--- src/rtl/usb_tx_pkg.sv ---
// Shared types and constants for the USB full-speed transmit path.
package usb_tx_pkg;

    // Field code presented to the NRZI line encoder for each bit period.
    typedef enum logic [2:0] {
        CODE_IDLE  = 3'd0,   // idle / J
        CODE_SYNC  = 3'd1,
        CODE_PID   = 3'd2,
        CODE_DATA  = 3'd3,
        CODE_CRC   = 3'd4,
        CODE_STUFF = 3'd5,
        CODE_EOP   = 3'd6,   // SE0
        CODE_RSVD  = 3'd7    // encoder treats as SE0
    } state_code_e;

    // Packet-level sequencer states.
    typedef enum logic [2:0] {
        ST_IDLE,
        ST_SYNC,
        ST_PID,
        ST_DATA,
        ST_CRC,
        ST_EOP,
        ST_J
    } tx_state_e;

    localparam logic [3:0]  PID_ACK   = 4'b0010;
    localparam logic [3:0]  PID_NAK   = 4'b1010;
    localparam logic [3:0]  PID_DATA0 = 4'b0011;
    localparam logic [3:0]  PID_DATA1 = 4'b1011;

    localparam logic [15:0] CRC16_POLY = 16'h8005;
    localparam logic [15:0] CRC16_INIT = 16'hFFFF;

    // Consecutive ones that force a stuffed zero.
    localparam logic [2:0]  STUFF_RUN  = 3'd6;

    // DATA0/DATA1/DATA2/MDATA all share the low bits 2'b11.
    function automatic logic is_data_pid(input logic [3:0] pid);
        return pid[1:0] == 2'b11;
    endfunction

endpackage

--- src/rtl/usb_crc16.sv ---
// Serial CRC16 (poly 0x8005) over payload bits, MSB-side feedback.
module usb_crc16
    import usb_tx_pkg::*;
(
    input  logic        clk,
    input  logic        n_rst,
    input  logic        clear,
    input  logic        shift_en,
    input  logic        bit_in,
    output logic [15:0] crc
);

    logic fb;
    assign fb = bit_in ^ crc[15];

    // CRC register: clear has priority over a shift in the same cycle.
    // NOTE: sequential state uses non-blocking assignments so every register samples pre-edge values.
    always_ff @(posedge clk or negedge n_rst) begin
        if (!n_rst) begin
            crc <= CRC16_INIT;
        end else if (clear) begin
            crc <= CRC16_INIT;
        end else if (shift_en) begin
            crc <= {crc[14:0], 1'b0} ^ (fb ? CRC16_POLY : 16'h0000);
        end
    end

endmodule

--- src/rtl/usb_tx_sequencer.sv ---
// USB full-speed transmit sequencer: bit timing, field sequencing,
// FIFO payload fetch, CRC16 and bit stuffing ahead of the NRZI encoder.
module usb_tx_sequencer
    import usb_tx_pkg::*;
#(
    parameter int CLKS_PER_BIT = 8,
    parameter int MAX_BYTES    = 64
) (
    input  logic       clk,
    input  logic       n_rst,
    input  logic       tx_start,
    input  logic [3:0] tx_pid,
    input  logic [6:0] tx_byte_count,
    input  logic [7:0] fifo_data,
    input  logic       fifo_empty,
    output logic       fifo_pop,
    output logic       bit_strobe,
    output logic       serial_bit,
    output logic [2:0] state_val,
    output logic       tx_busy,
    output logic       tx_done,
    output logic       tx_error
);

    localparam int TW = $clog2(CLKS_PER_BIT);
    localparam logic [TW-1:0] T_LAST    = TW'(CLKS_PER_BIT - 1);
    localparam logic [TW-1:0] T_PRELAST = TW'(CLKS_PER_BIT - 2);

    tx_state_e   st_q;
    logic [TW-1:0] timer_q;
    logic [3:0]  idx_q;       // bit index within the current field
    logic [6:0]  byte_q;      // payload byte index
    logic [6:0]  count_q;     // clamped payload length
    logic [3:0]  pid_q;
    logic [7:0]  shift_q;     // current payload byte
    logic [2:0]  ones_q;      // run of consecutive transmitted ones
    logic        aborted_q;

    logic [15:0] crc;
    logic [7:0]  pid_byte;

    logic accept, advance, finish, stuff_now;

    tx_state_e   pos_st, nxt_st;
    logic [3:0]  pos_idx, nxt_idx;
    logic [6:0]  pos_byte, nxt_byte;
    state_code_e nxt_code;
    logic        nxt_bit;
    logic        take_byte, underrun, crc_shift, crc_clear;

    assign pid_byte  = {~pid_q, pid_q};
    assign accept    = tx_start && !tx_busy;
    assign advance   = (st_q inside {ST_SYNC, ST_PID, ST_DATA, ST_CRC, ST_EOP}) && (timer_q == T_LAST);
    assign finish    = (st_q == ST_J) && (timer_q == T_LAST);
    assign stuff_now = (ones_q == STUFF_RUN) && (st_q inside {ST_SYNC, ST_PID, ST_DATA, ST_CRC});

    // Decide the content of the next bit period: a stuffed zero, or the next field bit.
    // NOTE: every always_comb output gets a default first so no latch is inferred.
    always_comb begin
        pos_st    = st_q;
        pos_idx   = idx_q;
        pos_byte  = byte_q;
        nxt_st    = st_q;
        nxt_idx   = idx_q;
        nxt_byte  = byte_q;
        nxt_code  = CODE_STUFF;
        nxt_bit   = 1'b0;
        take_byte = 1'b0;
        underrun  = 1'b0;
        crc_shift = 1'b0;
        crc_clear = 1'b0;

        if (!stuff_now) begin
            // Step the field position past the last real bit.
            unique case (st_q)
                ST_SYNC: begin
                    if (idx_q == 4'd7) begin
                        pos_st    = ST_PID;
                        pos_idx   = 4'd0;
                        crc_clear = 1'b1;
                    end else begin
                        pos_idx = idx_q + 4'd1;
                    end
                end
                ST_PID: begin
                    if (idx_q == 4'd7) begin
                        pos_idx = 4'd0;
                        if (!is_data_pid(pid_q)) begin
                            pos_st = ST_EOP;
                        end else if (count_q != 7'd0) begin
                            pos_st   = ST_DATA;
                            pos_byte = 7'd0;
                        end else begin
                            pos_st = ST_CRC;
                        end
                    end else begin
                        pos_idx = idx_q + 4'd1;
                    end
                end
                ST_DATA: begin
                    if (idx_q == 4'd7) begin
                        pos_idx = 4'd0;
                        if (byte_q + 7'd1 < count_q) begin
                            pos_byte = byte_q + 7'd1;
                        end else begin
                            pos_st = ST_CRC;
                        end
                    end else begin
                        pos_idx = idx_q + 4'd1;
                    end
                end
                ST_CRC: begin
                    if (idx_q == 4'd15) begin
                        pos_st  = ST_EOP;
                        pos_idx = 4'd0;
                    end else begin
                        pos_idx = idx_q + 4'd1;
                    end
                end
                ST_EOP: begin
                    if (idx_q == 4'd1) begin
                        pos_st  = ST_J;
                        pos_idx = 4'd0;
                    end else begin
                        pos_idx = idx_q + 4'd1;
                    end
                end
                default: ;
            endcase

            nxt_st   = pos_st;
            nxt_idx  = pos_idx;
            nxt_byte = pos_byte;

            // Produce the bit for the new position.
            unique case (pos_st)
                ST_SYNC: begin
                    nxt_code = CODE_SYNC;
                    nxt_bit  = (pos_idx == 4'd7);
                end
                ST_PID: begin
                    nxt_code = CODE_PID;
                    nxt_bit  = pid_byte[pos_idx[2:0]];
                end
                ST_DATA: begin
                    if (pos_idx == 4'd0 && fifo_empty) begin
                        // Underrun: abandon the payload and close the packet.
                        underrun = 1'b1;
                        nxt_st   = ST_EOP;
                        nxt_idx  = 4'd0;
                        nxt_code = CODE_EOP;
                        nxt_bit  = 1'b0;
                    end else if (pos_idx == 4'd0) begin
                        take_byte = 1'b1;
                        crc_shift = 1'b1;
                        nxt_code  = CODE_DATA;
                        nxt_bit   = fifo_data[0];
                    end else begin
                        crc_shift = 1'b1;
                        nxt_code  = CODE_DATA;
                        nxt_bit   = shift_q[pos_idx[2:0]];
                    end
                end
                ST_CRC: begin
                    nxt_code = CODE_CRC;
                    nxt_bit  = ~crc[4'd15 - pos_idx];
                end
                ST_EOP: begin
                    nxt_code = CODE_EOP;
                    nxt_bit  = 1'b0;
                end
                default: begin
                    nxt_code = CODE_IDLE;
                    nxt_bit  = 1'b1;
                end
            endcase
        end
    end

    usb_crc16 u_crc16 (
        .clk      (clk),
        .n_rst    (n_rst),
        .clear    (advance && crc_clear),
        .shift_en (advance && crc_shift),
        .bit_in   (nxt_bit),
        .crc      (crc)
    );

    // Sequencer FSM with bit timer, ones counter and registered outputs.
    // NOTE: every control register has an async reset so a mid-packet reset lands in IDLE at once.
    always_ff @(posedge clk or negedge n_rst) begin
        if (!n_rst) begin
            st_q       <= ST_IDLE;
            timer_q    <= '0;
            idx_q      <= 4'd0;
            byte_q     <= 7'd0;
            count_q    <= 7'd0;
            pid_q      <= 4'd0;
            shift_q    <= 8'd0;
            ones_q     <= 3'd0;
            aborted_q  <= 1'b0;
            state_val  <= CODE_IDLE;
            serial_bit <= 1'b1;
            bit_strobe <= 1'b0;
            fifo_pop   <= 1'b0;
            tx_busy    <= 1'b0;
            tx_done    <= 1'b0;
            tx_error   <= 1'b0;
        end else begin
            bit_strobe <= 1'b0;
            fifo_pop   <= 1'b0;
            tx_done    <= 1'b0;
            tx_error   <= 1'b0;

            if (accept) begin
                st_q       <= ST_SYNC;
                timer_q    <= '0;
                idx_q      <= 4'd0;
                byte_q     <= 7'd0;
                ones_q     <= 3'd0;
                aborted_q  <= 1'b0;
                pid_q      <= tx_pid;
                count_q    <= (int'(tx_byte_count) > MAX_BYTES) ? 7'(MAX_BYTES) : tx_byte_count;
                state_val  <= CODE_SYNC;
                serial_bit <= 1'b0;
                bit_strobe <= 1'b1;
                tx_busy    <= 1'b1;
            end else if (finish) begin
                st_q       <= ST_IDLE;
                timer_q    <= '0;
                state_val  <= CODE_IDLE;
                serial_bit <= 1'b1;
            end else if (st_q != ST_IDLE) begin
                timer_q <= (timer_q == T_LAST) ? '0 : timer_q + 1'b1;

                // Busy drops on the final clock of J, alongside tx_done.
                if (st_q == ST_J && timer_q == T_PRELAST) begin
                    tx_busy <= 1'b0;
                    tx_done <= !aborted_q;
                end

                if (advance) begin
                    st_q       <= nxt_st;
                    idx_q      <= nxt_idx;
                    byte_q     <= nxt_byte;
                    state_val  <= nxt_code;
                    serial_bit <= nxt_bit;
                    bit_strobe <= 1'b1;
                    fifo_pop   <= take_byte;
                    tx_error   <= underrun;
                    if (underrun) begin
                        aborted_q <= 1'b1;
                    end
                    if (take_byte) begin
                        shift_q <= fifo_data;
                    end
                    if (nxt_code inside {CODE_SYNC, CODE_PID, CODE_DATA, CODE_CRC}) begin
                        ones_q <= nxt_bit ? ones_q + 3'd1 : 3'd0;
                    end else begin
                        ones_q <= 3'd0;
                    end
                end
            end
        end
    end

endmodule

--- config.mk ---
export PLATFORM = sky130hd
export DESIGN_NAME = usb_tx_sequencer
export DESIGN_NICKNAME = d
export VERILOG_FILES = /design/src/rtl/usb_tx_pkg.sv /design/src/rtl/usb_crc16.sv /design/src/rtl/usb_tx_sequencer.sv
export SDC_FILE = /design/constraint.sdc
export NUM_CORES = 1
export LEC_CHECK = 0
export CAP_MARGIN = 0
export CORE_UTILIZATION = 64
export DETAILED_ROUTE_END_ITERATION = 12
export PLACE_DENSITY = 0.92
export SETUP_SLACK_MARGIN = 0.15
export SLEW_MARGIN = 5
export SYNTH_ARGS = -nofsm -noshare
export SYNTH_HDL_FRONTEND = slang
export SYNTH_SLANG_ARGS = --single-unit
--- constraint.sdc ---
create_clock -name clk -period 6.2 [get_ports clk]
set_clock_uncertainty 0.15 [all_clocks]
set_input_delay 1.24 -clock clk [delete_from_list [all_inputs] [get_ports clk]]
set_output_delay 1.24 -clock clk [all_outputs]
set_load 0.02 [all_outputs]
Word-level counts from Yosys, hierarchy flattened

Index checks and enable logic that the tools add are counted.

Flip-flop bits (word level): 65
Latch bits: 0
RAM bits: 0
Bits in read-only memories: 0
Output and inout port bits: 9
Word-level logic and storage cells: 209
Memories kept: 0

Add/subtract/negate cells: 5
Multiply operators: 0
Div/mod/pow operators: 0
Magnitude comparators: 4
Equal/unequal tests: 31
Shift operators: 0
Muxes and demuxes: 113
Bitwise logic cells: 6
Reduce and logical (&&, ||, !) cells: 33

Operators with widths:

| kind                  | count |
|---|---|
| $mux W3               | 32 |
| $mux W7               | 11 |
| $mux W1               | 48 |
| $mux W16              | 3 |
| $mux W4               | 11 |
| $pmux W3 S5           | 2 |
| $eq A3 B3 Y1 const B  | 9 |
| $eq A3 B2 Y1 const B  | 6 |
| $xor A16 B16 Y16      | 1 |
| $ne A3 B2 Y1 const B  | 5 |
| $pmux W7 S2           | 1 |
| $pmux W4 S3           | 1 |
| $reduce_bool A3 Y1    | 4 |
| $reduce_and A10 Y1    | 1 |
| $reduce_bool A2 Y1    | 5 |
| $eq A3 B1 Y1 const B  | 3 |
| $reduce_and A3 Y1     | 3 |
| $eq A4 B3 Y1 const B  | 2 |
| $logic_and A1 B1 Y1   | 8 |
| $reduce_and A4 Y1     | 2 |
| $reduce_bool A4 Y1    | 2 |
| $add A7 B1 Y7 const B | 1 |
| $gt A7 B7 Y1 const B  | 1 |
| $lt A7 B7 Y1          | 1 |
| other kinds (23)      | 29 |

Depth between registers and ports, before layout

Depth after elaboration: 16
Depth in mapped cells: 18
Mapped depth without buffers: 16

Hierarchy

From an unflattened synthesis, not the netlist that was laid out.

Cells, all modules: 429
Area, all modules: 4081.4 µm²

Modules (own cells, without submodules):

| module           | instances | cells an instance | area an instance (µm²) | seq. area each (µm²) |
|---|---|---|---|---|
| usb_tx_sequencer | 1         | 373               | 3354.5                 | 1227.4 |
| usb_crc16        | 1         | 56                | 726.9                  | 420.4 |

Least setup slack after synthesis

OpenSTA, ideal clock, no wires.

Kind: register to register
Start point: register byte_q[0]
End point: register shift_q[0]
Setup time: 0.125 ns
Arrival time: 3.170 ns
Required time: 5.925 ns
Path slack: 2.755 ns
Cell stages (with the launch flop): 14
Period minus slack after synthesis: 3.445 ns
Path through: dfrtp_1 > ha_1 > nand3_1 > nor2_1 > xor2_1 > ha_1 > nand4_1 > nor2_1 > a211oi_2 > nor3_1 > o31ai_4 > or3b_1 > nor2_2 > mux2_2

Cells in the longest elaborated chain, start to end: 10

Ends and longest elaborated chain:

| item                        | RTL line                | text |
|---|---|---|
| start, declared             | usb_tx_sequencer.sv:32  | `logic [6:0] byte_q;` |
| start signal, assigned      | usb_tx_sequencer.sv:245 | `byte_q <= nxt_byte;` |
| $add A7 B1 Y7               | usb_tx_sequencer.sv:103 | `if (byte_q + 7'd1 < count_q) begin` |
| $lt A7 B7 Y1                | usb_tx_sequencer.sv:103 |  |
| $mux W3                     | usb_tx_sequencer.sv:103 |  |
| $mux W3                     | usb_tx_sequencer.sv:101 | `if (idx_q == 4'd7) begin` |
| $pmux W3 S5                 | usb_tx_sequencer.sv:75  | `unique case (st_q)` |
| $mux W3                     | usb_tx_sequencer.sv:73  | `if (!stuff_now) begin` |
| $eq A3 B2 Y1                | usb_tx_sequencer.sv:136 | `unique case (pos_st)` |
| $mux W1                     | usb_tx_sequencer.sv:136 |  |
| $mux W1                     | usb_tx_sequencer.sv:73  |  |
| $reduce_and A5 Y1 (no line) | -                       |  |
| end signal, assigned        | usb_tx_sequencer.sv:255 | `shift_q <= fifo_data;` |
| end, declared               | usb_tx_sequencer.sv:35  | `logic [7:0] shift_q;` |

No other way between the ends. The select of a mux whose other input is x is not followed.
A chain may end at the register's enable or synchronous reset.

Worst setup path after layout

Start point: register byte_q[0]
End point: register u_crc16.crc[15]

Cells in the longest elaborated chain, start to end: 14

Ends and longest elaborated chain:

| item                                       | RTL line                | text |
|---|---|---|
| $add A7 B1 Y7 *                            | usb_tx_sequencer.sv:103 |  |
| $lt A7 B7 Y1 *                             | usb_tx_sequencer.sv:103 |  |
| $mux W3 *                                  | usb_tx_sequencer.sv:103 |  |
| $mux W3 *                                  | usb_tx_sequencer.sv:101 |  |
| $pmux W3 S5 *                              | usb_tx_sequencer.sv:75  |  |
| $mux W3 *                                  | usb_tx_sequencer.sv:73  |  |
| $eq A3 B3 Y1, or another cell as far along | usb_tx_sequencer.sv:136 |  |
| $pmux W1 S5                                | usb_tx_sequencer.sv:136 |  |
| $mux W1                                    | usb_tx_sequencer.sv:73  |  |
| $xor A1 B1 Y1                              | usb_crc16.sv:14         | `assign fb = bit_in ^ crc[15];` |
| $mux W16                                   | usb_crc16.sv:24         | `crc <= {crc[14:0], 1'b0} ^ (fb ? CRC16_POLY : 16'h0000);` |
| $xor A16 B16 Y16                           | usb_crc16.sv:24         |  |
| $mux W16                                   | usb_crc16.sv:23         | `end else if (shift_en) begin` |
| $mux W16                                   | usb_crc16.sv:21         | `end else if (clear) begin` |
| end signal, assigned                       | usb_crc16.sv:24         |  |
| end, declared                              | usb_crc16.sv:10         | `output logic [15:0] crc` |

Every way passes the cells marked *; elsewhere a longest branch is shown, timed or not. The select of a mux whose other input is x is not followed.

==> metrics.txt <==
CP endpoint=u_crc16.crc[15]; most frequent cells after synthesis=nand2_1, nor2_1, dfrtp_1; Initial Util=66.8%; Most used DFF post-synth=dfrtp_1; TNS Setup=0 ns; final-report setup violation count=0; vias in the first global route=around 3800; top-count cell post-synth=nand2_1; DR iter-0 viols=490; Synthesized Nets=526; Placed Area=4580 sq um; clock sink count=65; Clk pwr share=14.3%; internal power=1.47 mW; reg2reg setup slack=between 1.5 and 2 ns; sequential area share after synthesis=38.4%; Tcrit/Tclk final=between 70% and 80%; CTS Buf Count=9; syn avg cell area=8.79 sq um; worst-path fanout max=29; CP arrival=4.68 ns; GPL Wtd Cong=about 1.0; Total Power=2.79 mW; Crit path required time=6.33 ns; Yosys top cell by area=dfrtp_1; drt drc=2; total core area=6420 sq um; power density cells=581 nW/um^2; Via Count=3917; reg-to-reg endpoint=u_crc16.crc[15]; outcome=finished with violations; router iterations before antenna repair=9; switching part of the total=a little under half; DIE HEIGHT=83.9 um; post-route antenna net violation count=0; final WL=around 11 mm; Clock Pin Slew Worst Setup and Hold Paths=0.07 ns; MaxCap Viol Count=0; failing checks=design-rule violations; relative slew slack=18.6%; die footprint=7040 sq um; layout net count=548; Leak=2.08 nW; Tmin final=4.55 ns; CP Class=flip-flop to flip-flop; row count=29; die width=83.9 um; asr flop ratio synth=100%; Root Buffer=clkbuf_8; RSZ-0062 raised after global routing=no; Flop pwr share=roughly 27%; Yosys reg bits=65; Clock Tree Buf Depth=2; min-delay worst type=flip-flop to flip-flop; synth-to-layout area growth=12.0%; Yosys Warn Count=0; Antenna Cells=0; Port Buffer Count=31; top cells by area, synth=dfrtp_1, dfstp_2, nand2_1; postcts setup bufs=0; crit path launch=byte_q[0]; number of synthesized flops with an enable pin=0; GR Overflow Total=0; Sw Pwr=1.32 mW; Tot GR Track Use=32.3%; DP HPWL=7.56 mm; synth unique cells=78; crit end category=flip-flop; final-report max-slew violation count=0; IO Pins=32; Max rail drop VDD=between 300 and 400 uV; Hold-fix buffers, CTS=0; post-route cell area=4800 sq um; initial antenna violation count=0; hold depth=1; Hold Fails Final Rpt=0; CTS tree=yes; Worst Max-Slew Pin Slew=between 1 and 1.5 ns; post-cts sizing count=0; Max H-tree Level=3; Syn Std Cell Area=4290 sq um; Fmax=approximately 220 MHz; R2R depth=16; FF-to-FF Start=byte_q[0]; detail-routed via count per cell=6.62; synthesized instance count=488; largest net degree at the start of global routing=between 60 and 70; first-pass GRT wire length=17.9 mm; CP Launch Type=flip-flop; clk_lat worst skew=0.35 ns; top cell type's share of synthesized area=28.0%; fraction of layout cells with a size suffix above 1=15.9%; WL per Instance=18.0 um; hold_ws=0.341 ns; share of total power in combinational logic=58.6%
[stage by stage]
| step | setup WS [ns] | instances | util [%] |
|---|---|---|---|
| floorplan | 2.75 | 488 | - |
| global placement | 1.89 | 576 | 71.4 |
| detailed placement | 1.71 | 576 | 71.4 |
| CTS | 1.64 | 592 | 74.8 |
| global route | 1.31 | 592 | 74.8 |
| finish | 1.65 | 592 | 74.8 |
[layout make-up]
class / count / area [sq um]
tap: 77 / 96.3
multi-input combinational: 383 / 2450
clock buffer: 11 / 141
inverter: 17 / 63.8
timing repair buffer: 34 / 328
sequential: 65 / 1650
fill: 440 / 1620
clock inverter: 5 / 78.8
[placed cells by master, fill, tap and decap left out, drive strengths merged, types with 7 or more instances in the layout]
cell / n
a211oi: 8
dfstp: 17
nor3: 11
nand2b: 12
clkbuf: 11
ha: 15
inv: 17
o22ai: 7
clkdlybuf4s50: 30
nand2: 68
nor2: 59
nand3: 13
o21ai: 43
mux2: 12
dfrtp: 48
a21oi: 27
nand3b: 9
[flip-flops by register name, indices dropped and copies added, names as in the netlist, 3 cells and up]
register	flops
u_crc16.crc	16
shift_q	8
byte_q	7
count_q	7
idx_q	4
pid_q	4
ones_q	3
st_q	3
state_val	3
timer_q	3
[per-layer routing]
layer | up-vias | track usage (%) | routed length [um]
li1 | 1795 | - | -
met1 | 1871 | 41.3 | 4320
met2 | 197 | 51.7 | 5040
met3 | 54 | 6.92 | 839
met4 | 0 | 16.8 | 455
met5 | - | 0 | 0
[cells by family (layout without fill, tap and decap cells)]
family	after synthesis	after routing	share of synthesized area, %
AND/OR/NAND/NOR	207	207	23.8
AO/OA/AOI/OAI	137	137	22.8
flip-flops	65	65	38.4
buffers and inverters	40	67	4.52
adder cells (fa/ha/maj)	15	15	4.37
multiplexers	14	14	3.70
XOR/XNOR	10	10	2.36
[power by group through the flow]
stage          logic, mW  registers, mW  clock network [mW]
6_report            1.64          0.757               0.400
5_1_grt             1.76          0.776               0.421
4_1_cts             1.58          0.748               0.404
3_5_place_dp        1.57          0.754                   0
3_3_place_gp        1.51          0.745                   0
2_1_floorplan       1.29          0.682                   0
[worst max-delay path, stage by stage, from the launching register on]
cell      delay, ns
dfrtp_1        0.43
ha_1           0.25
nand3_1        0.13
nor2_1         0.14
xor2_1         0.21
ha_1           0.29
nand4_1        0.10
nor2_1         0.06
a211oi_2       0.25
nor3_1         0.13
o31ai_4        0.39
or3b_1         0.45
nand2b_4       0.17
a21oi_2        0.90
o21a_1         0.23
a21oi_1        0.06
a31oi_1        0.14
[worst min-delay path by stage]
stage                   start       to
floorplan           aborted_q  tx_done
global placement    aborted_q  tx_done
detailed placement  aborted_q  tx_done
CTS                 aborted_q  tx_done
global route        aborted_q  tx_done
finish              aborted_q  tx_done
(Power assumes the default switching activity.)
